$ cat src/rtl/if_stage_if.sv
// IF stage bus: stall/redirect controls, imem port and IF/ID outputs.
// master = fetch stage, slave = hazard unit / imem / ID side.
interface if_stage_if;
  logic        i_stall;
  logic        i_brTaken;
  logic [15:0] i_brTarget;
  logic        i_jmp;
  logic [15:0] i_jmpTarget;
  logic [15:0] o_imAddr;
  logic [15:0] i_imData;
  logic [15:0] o_instr;
  logic [15:0] o_pc;
  logic        o_valid;
  logic        o_halted;
  logic [15:0] o_fetchCnt;

  modport master (
    input  i_stall, i_brTaken, i_brTarget,
    input  i_jmp, i_jmpTarget, i_imData,
    output o_imAddr, o_instr, o_pc,
    output o_valid, o_halted, o_fetchCnt
  );

  modport slave (
    output i_stall, i_brTaken, i_brTarget,
    output i_jmp, i_jmpTarget, i_imData,
    input  o_imAddr, o_instr, o_pc,
    input  o_valid, o_halted, o_fetchCnt
  );
endinterface

$ cat src/rtl/if_stage.sv
// Instruction fetch: owns PC, IF/ID register, stall/flush/halt.
// Ports: i_clk, i_nRst (async low), bus (if_stage_if.master).
module if_stage #(
  parameter logic [15:0] RESET_PC  = 16'h0000,
  parameter logic [3:0]  HLT_OP    = 4'hF,
  parameter logic [15:0] NOP_INSTR = 16'h0000
) (
  input logic         i_clk,
  input logic         i_nRst,
  if_stage_if.master  bus
);

  typedef enum logic {RUN, HALTED} state_t;

  state_t      state, state_n;
  logic [15:0] pc, pc_n;
  logic [15:0] instr, instr_n;
  logic [15:0] opc, opc_n;
  logic [15:0] cnt, cnt_n;
  logic        valid, valid_n;

  logic        redirect;
  logic [15:0] target;
  logic [15:0] pc_inc;
  logic        is_hlt;
  logic        hold;
  logic        idle;

  // Branch is the older instruction, so it wins over a jump.
  assign redirect = bus.i_brTaken | bus.i_jmp;
  assign target   = bus.i_brTaken ? bus.i_brTarget
                                  : bus.i_jmpTarget;
  assign pc_inc   = pc + 16'd1;
  assign is_hlt   = bus.i_imData[15:12] == HLT_OP;
  assign hold     = !redirect && bus.i_stall;
  assign idle     = !redirect && !bus.i_stall
                    && state == HALTED;

  always_comb begin
    state_n = state;
    pc_n    = pc;
    instr_n = instr;
    opc_n   = opc;
    valid_n = valid;
    cnt_n   = cnt;
    unique case (1'b1)
      redirect: begin
        pc_n    = target;
        instr_n = NOP_INSTR;
        valid_n = 1'b0;
        state_n = RUN;
      end
      hold: begin
        state_n = state;
      end
      idle: begin
        instr_n = NOP_INSTR;
        valid_n = 1'b0;
      end
      default: begin
        instr_n = bus.i_imData;
        opc_n   = pc_inc;
        valid_n = 1'b1;
        cnt_n   = cnt + 16'd1;
        // HLT goes to ID but PC parks on it.
        if (is_hlt) state_n = HALTED;
        else        pc_n    = pc_inc;
      end
    endcase
  end

  always_ff @(posedge i_clk or negedge i_nRst) begin
    if (!i_nRst) begin
      state <= RUN;
      pc    <= RESET_PC;
      instr <= NOP_INSTR;
      opc   <= 16'h0000;
      valid <= 1'b0;
      cnt   <= 16'h0000;
    end else begin
      state <= state_n;
      pc    <= pc_n;
      instr <= instr_n;
      opc   <= opc_n;
      valid <= valid_n;
      cnt   <= cnt_n;
    end
  end

  assign bus.o_imAddr   = pc;
  assign bus.o_instr    = instr;
  assign bus.o_pc       = opc;
  assign bus.o_valid    = valid;
  assign bus.o_halted   = state == HALTED;
  assign bus.o_fetchCnt = cnt;

endmodule

$ cat src/flat_wrapper.sv
// flat-port wrapper written by rule: the top's interface ports become plain ports
module if_stage_flat 
#(
  parameter logic [15:0] RESET_PC  = 16'h0000,
  parameter logic [3:0]  HLT_OP    = 4'hF,
  parameter logic [15:0] NOP_INSTR = 16'h0000
)
  (i_clk, i_nRst, bus_i_stall, bus_i_brTaken, bus_i_brTarget, bus_i_jmp, bus_i_jmpTarget, bus_i_imData, bus_o_imAddr, bus_o_instr, bus_o_pc, bus_o_valid, bus_o_halted, bus_o_fetchCnt);
  if_stage_if bus_i ();
  input logic i_clk;
  input logic i_nRst;
  input wire logic [$bits(bus_i.i_stall)-1:0] bus_i_stall;
  input wire logic [$bits(bus_i.i_brTaken)-1:0] bus_i_brTaken;
  input wire logic [$bits(bus_i.i_brTarget)-1:0] bus_i_brTarget;
  input wire logic [$bits(bus_i.i_jmp)-1:0] bus_i_jmp;
  input wire logic [$bits(bus_i.i_jmpTarget)-1:0] bus_i_jmpTarget;
  input wire logic [$bits(bus_i.i_imData)-1:0] bus_i_imData;
  output wire logic [$bits(bus_i.o_imAddr)-1:0] bus_o_imAddr;
  output wire logic [$bits(bus_i.o_instr)-1:0] bus_o_instr;
  output wire logic [$bits(bus_i.o_pc)-1:0] bus_o_pc;
  output wire logic [$bits(bus_i.o_valid)-1:0] bus_o_valid;
  output wire logic [$bits(bus_i.o_halted)-1:0] bus_o_halted;
  output wire logic [$bits(bus_i.o_fetchCnt)-1:0] bus_o_fetchCnt;
  assign bus_i.i_stall = bus_i_stall;
  assign bus_i.i_brTaken = bus_i_brTaken;
  assign bus_i.i_brTarget = bus_i_brTarget;
  assign bus_i.i_jmp = bus_i_jmp;
  assign bus_i.i_jmpTarget = bus_i_jmpTarget;
  assign bus_i.i_imData = bus_i_imData;
  assign bus_o_imAddr = bus_i.o_imAddr;
  assign bus_o_instr = bus_i.o_instr;
  assign bus_o_pc = bus_i.o_pc;
  assign bus_o_valid = bus_i.o_valid;
  assign bus_o_halted = bus_i.o_halted;
  assign bus_o_fetchCnt = bus_i.o_fetchCnt;
  if_stage #(.RESET_PC(RESET_PC), .HLT_OP(HLT_OP), .NOP_INSTR(NOP_INSTR)) u_core (.i_clk(i_clk), .i_nRst(i_nRst), .bus(bus_i));
endmodule
$ cat config.mk
export PLATFORM = sky130hd
export DESIGN_NAME = if_stage_flat
export DESIGN_NICKNAME = d
export VERILOG_FILES = /design/src/rtl/if_stage_if.sv /design/src/rtl/if_stage.sv /design/src/flat_wrapper.sv
export SDC_FILE = /design/constraint.sdc
export NUM_CORES = 1
export LEC_CHECK = 0
export BUFFER_PORTS_ARGS = -buffer_cell sky130_fd_sc_hd__buf_2
export CORE_ASPECT_RATIO = 1.25
export CORE_UTILIZATION = 50
export DETAILED_ROUTE_END_ITERATION = 7
export HOLD_SLACK_MARGIN = 0.12
export PLACE_DENSITY_LB_ADDON = 0.08
export REMOVE_ABC_BUFFERS = 1
export SLEW_MARGIN = 15
export SYNTH_ARGS = -nofsm -noshare
export SYNTH_HDL_FRONTEND = slang
export SYNTH_SLANG_ARGS = --single-unit
export TNS_END_PERCENT = 1
$ cat constraint.sdc
create_clock -name i_clk -period 2.15 [get_ports i_clk]
set_input_delay 0.43 -clock i_clk [delete_from_list [all_inputs] [get_ports i_clk]]
set_output_delay 0.43 -clock i_clk [all_outputs]
set_load 0.03 [all_outputs]
==> implementation parameters <==
Parameter                              Value

Route
  Post-Route WL ... 7.87 mm
  Average vias per placed instance ... 5.36
  Drt first-iter violations ... 107
  WL per Instance ... 14.5 µm
  Routed vias ... 2908
  Residual DRC ... 0
  Pre-Repair DR Iteration Count ... 5
  Post-route ant nets ... 0

Floorplan
  Die extent in x ... 74.4 µm
  Vert. Die Dim ... 92.4 µm
  Number of rows created at floorplan ... 32
  Initial core utilization ... 52.4%
  Area of the core ... 6250 µm²
  Top-level I/O count ... 119
  Full die area ... 6870 µm²

Pwr
  Standby leakage power ... 0.00204 µW
  Fraction of power consumed by the clock network ... 29.1%
  Net switching power of the design ... 1210 µW
  Maximum vdd drop ... 0.000348 V
  Reg power frac ... 44.4%
  Logic gate share of total power ... 26.4%
  Pwr Total ... 3440 µW
  PD cells ... 810 nW/µm²
  Switching part of the total power ... 35.2%
  Internal Dissipation ... 2230 µW

Placed design
  Gpl congestion ... 0.808
  Buffers added on ports ... 118
  Final HPWL from detailed placement ... 5.89 mm
  Placement Setup Slack ... -0.0438 ns

Worst setup path
  Start-to-end type of the worst setup path ... flip-flop to flip-flop
  Setup crit start kind ... flip-flop
  Worst path arrival time ... 2.23 ns
  Required time of the critical path ... 2.37 ns
  Endpoint kind of the worst setup timing path ... flip-flop
  Worst Path Max Fanout ... 5
  Worst Reg-to-Reg Cells ... 5

GRT
  Global route overflow ... 0
  Antenna violations before repair ... 0
  Total routing resource utilization after global routing ... 24.5%
  First-pass GRT wire length ... 12.6 mm
  Via count of the first global-routing pass ... 2742
  Pin count of the biggest net entering global routing ... 40

Timing
  Final setup violation count ... 0
  Worst Setup Slack, final ... 0.144 ns
  Final hold slack ... 0.303 ns
  Worst clock skew ... 0.0108 ns
  Peak clock frequency supported by timing ... 498 MHz
  Fin. max-slew vios ... 0
  RSZ-0062 raised after global routing ... false
  Time the final worst path needs with I/O delays and setup ... 2.01 ns
  Relative max-transition margin ... 66.4%
  Period utilization ... 93.3%
  Total count of hold-check failures in the final report ... 0
  Summed negative setup slack over all endpoints ... 0 ns
  Slew at the pin with the worst max-slew slack ... 0.504 ns

Synth
  Count of state elements after synthesis ... 66
  Main flop type after synthesis ... sky130_fd_sc_hd__dfrtp_1
  Post-Synthesis Cells ... 321
  Syn Std Cell Area ... 3270 µm²
  Post-synthesis cell type count ... 45
  Sequential area share after synthesis ... 50.5%
  Count of synthesis-stage warnings from yosys ... 0
  Share of synthesized registers carrying an async set or reset ... 100%
  Avg Cell Area, Syn ... 10.2 µm²
  Count of flip-flops with a built-in enable after synthesis ... 0

Min path
  Worst hold path class ... input pin to flip-flop
  Cell depth of the worst min-delay path ... 3

Layout
  Area delta synth->final ... 30.0%
  Area occupied by registers ... 1650 µm²
  Fill cell instance count of the final layout ... 514
  Share of post-route cells with drive strength above 1 ... 35.6%
  Multi-input gate area in the final layout ... 1500 µm²
  Diode count ... 0
  Layout net count ... 508

Run
  Number of maximum-capacitance constraint violations ... 0

Clock network
  Clock latency on the worst-skew pair ... 0.34 ns
  Root buffer cell ... sky130_fd_sc_hd__clkbuf_8
  Clock tree from TritonCTS ... built
  H-tree levels ... 3
  Inserted Clock Buffers ... 9
  Number of buffers inserted to repair setup after CTS ... 0
  Largest buffer count on any clock path ... 2
  Number of sinks on the clock net ... 66
  Worst-path clk slew ... 0.07 ns
  Cts repair resizes ... 0
  CTS Hold Buffers Added ... 1

Status
  Outcome ... completed
[area by class of cell]
class | count | area share, %
flip-flops and latches | 66 | 38.8
inverters | 4 | 0.353
well taps | 85 | 2.50
clock buffers | 11 | 3.09
multi-input cells | 230 | 35.2
repair buffers | 142 | 18.8
clock inverters | 5 | 1.29
[sequential cells by signal, indices dropped and copies added (netlist names)]
signal and count:
u_core.bus.o_valid 1, u_core.bus.o_halted 1, u_core.bus.o_instr 16, u_core.bus.o_imAddr 16, u_core.bus.o_fetchCnt 16, u_core.bus.o_pc 16
[worst paths after layout]
kind	end	slack (ns)	from
min in group asynchronous	u_core.bus.o_fetchCnt[13]	0.62	i_nRst
max reg2reg	u_core.bus.o_fetchCnt[10]	0.14	u_core.bus.o_halted
min reg2reg	u_core.bus.o_pc[1]	0.48	u_core.bus.o_pc[1]
max in group asynchronous	u_core.bus.o_pc[3]	1.11	i_nRst
max	u_core.bus.o_fetchCnt[10]	0.14	u_core.bus.o_halted
min	u_core.bus.o_imAddr[9]	0.30	bus_i_brTarget[9]
[critical path, stage by stage, from the launching register on]
cell	delay (ns)
sky130_fd_sc_hd__dfrtp_1	0.38
sky130_fd_sc_hd__buf_4	0.16
sky130_fd_sc_hd__or4_1	0.55
sky130_fd_sc_hd__nor4_2	0.50
sky130_fd_sc_hd__nand3_1	0.15
sky130_fd_sc_hd__xnor2_1	0.15
[layout by cell type (no fill, tap or decap), types with 3 or more instances in the layout]
| cell | netlist | final |
|---|---|---|
| sky130_fd_sc_hd__a22o_1 | 17 | 17 |
| sky130_fd_sc_hd__inv_1 | 4 | 4 |
| sky130_fd_sc_hd__or3_1 | 4 | 4 |
| sky130_fd_sc_hd__xor2_1 | 8 | 8 |
| sky130_fd_sc_hd__xnor2_1 | 25 | 25 |
| sky130_fd_sc_hd__nand2_1 | 39 | 39 |
| sky130_fd_sc_hd__and4_1 | 6 | 6 |
| sky130_fd_sc_hd__nor4_1 | 6 | 5 |
| sky130_fd_sc_hd__nor4_2 | 2 | 3 |
| sky130_fd_sc_hd__clkbuf_8 | 1 | 9 |
| sky130_fd_sc_hd__o21ai_0 | 19 | 19 |
| sky130_fd_sc_hd__nor3_1 | 6 | 6 |
| sky130_fd_sc_hd__or4_1 | 5 | 5 |
| sky130_fd_sc_hd__nand3_1 | 11 | 11 |
| sky130_fd_sc_hd__buf_2 | 3 | 118 |
| sky130_fd_sc_hd__dfrtp_1 | 66 | 66 |
| sky130_fd_sc_hd__o31ai_1 | 3 | 3 |
| sky130_fd_sc_hd__a21oi_1 | 5 | 5 |
| sky130_fd_sc_hd__nor2_1 | 8 | 8 |
| sky130_fd_sc_hd__nor2b_1 | 11 | 11 |
| sky130_fd_sc_hd__a211oi_1 | 11 | 11 |
| sky130_fd_sc_hd__nand4_1 | 14 | 14 |
| sky130_fd_sc_hd__a31oi_1 | 7 | 7 |
| sky130_fd_sc_hd__buf_4 | 1 | 21 |
[cells by family (layout without fill, tap and decap cells)]
kind of cell | after synthesis | in the layout | synth area share [%]
AO/OA/AOI/OAI | 70 | 70 | 14.8
XOR/XNOR | 33 | 33 | 8.83
adder cells (fa/ha/maj) | 2 | 2 | 0.765
buffers and inverters | 25 | 162 | 3.98
flip-flops | 66 | 66 | 50.5
multiplexers | 2 | 2 | 0.612
AND/OR/NAND/NOR | 123 | 123 | 20.6
[power groups by stage]
| stage | combinational, µW | clock [µW] | sequential, µW |
|---|---|---|---|
| floorplan | 262 | 0 | 1830 |
| global placement | 906 | 0 | 1540 |
| detailed placement | 916 | 0 | 1550 |
| CTS | 922 | 1010 | 1530 |
| global route | 987 | 1060 | 1550 |
| finish | 910 | 1000 | 1530 |
[metal layers]
layer	track usage [%]	share of wire, %	vias up
li1	-	-	1435
met1	30.9	44	1351
met2	40.0	49	113
met3	5.44	6.1	9
met4	9.91	1.1	0
met5	0	0	-
[synthesized netlist by cell type (2+ instances only)]
library cell	n	share of area (%)
sky130_fd_sc_hd__xor2_1	8	2.1
sky130_fd_sc_hd__dfrtp_1	66	50
sky130_fd_sc_hd__nand2_1	39	4.5
sky130_fd_sc_hd__or3_1	4	0.76
sky130_fd_sc_hd__nand4_1	14	2.7
sky130_fd_sc_hd__a211oi_1	11	2.5
sky130_fd_sc_hd__a22oi_1	2	0.46
sky130_fd_sc_hd__inv_1	4	0.46
sky130_fd_sc_hd__a21oi_1	5	0.76
sky130_fd_sc_hd__nor4_1	6	1.1
sky130_fd_sc_hd__buf_6	2	0.69
sky130_fd_sc_hd__xnor2_1	25	6.7
sky130_fd_sc_hd__and3_1	2	0.38
sky130_fd_sc_hd__a22o_1	17	4.6
sky130_fd_sc_hd__nor4_2	2	0.76
sky130_fd_sc_hd__o22ai_1	2	0.38
sky130_fd_sc_hd__ha_1	2	0.76
sky130_fd_sc_hd__mux2i_1	2	0.61
sky130_fd_sc_hd__buf_2	3	0.46
sky130_fd_sc_hd__nor2b_1	11	2.1
sky130_fd_sc_hd__o31ai_1	3	0.69
sky130_fd_sc_hd__or4_1	5	1.1
sky130_fd_sc_hd__nor2_1	8	0.92
sky130_fd_sc_hd__a31oi_1	7	1.3
sky130_fd_sc_hd__clkbuf_1	12	1.4
sky130_fd_sc_hd__nor3_1	6	0.92
sky130_fd_sc_hd__nand3_1	11	1.7
sky130_fd_sc_hd__o2bb2ai_1	2	0.54
sky130_fd_sc_hd__o21ai_0	19	2.9
sky130_fd_sc_hd__and4_1	6	1.6
[metrics by stage]
stage	std cells	cell area (µm²)	utilization [%]
global placement	526	4060	65.0
CTS	543	4250	68.1
floorplan	300	3160	-
global route	543	4250	68.1
finish	543	4250	68.1
detailed placement	526	4060	65.0
No activity file was read; power rests on OpenSTA's default activity.
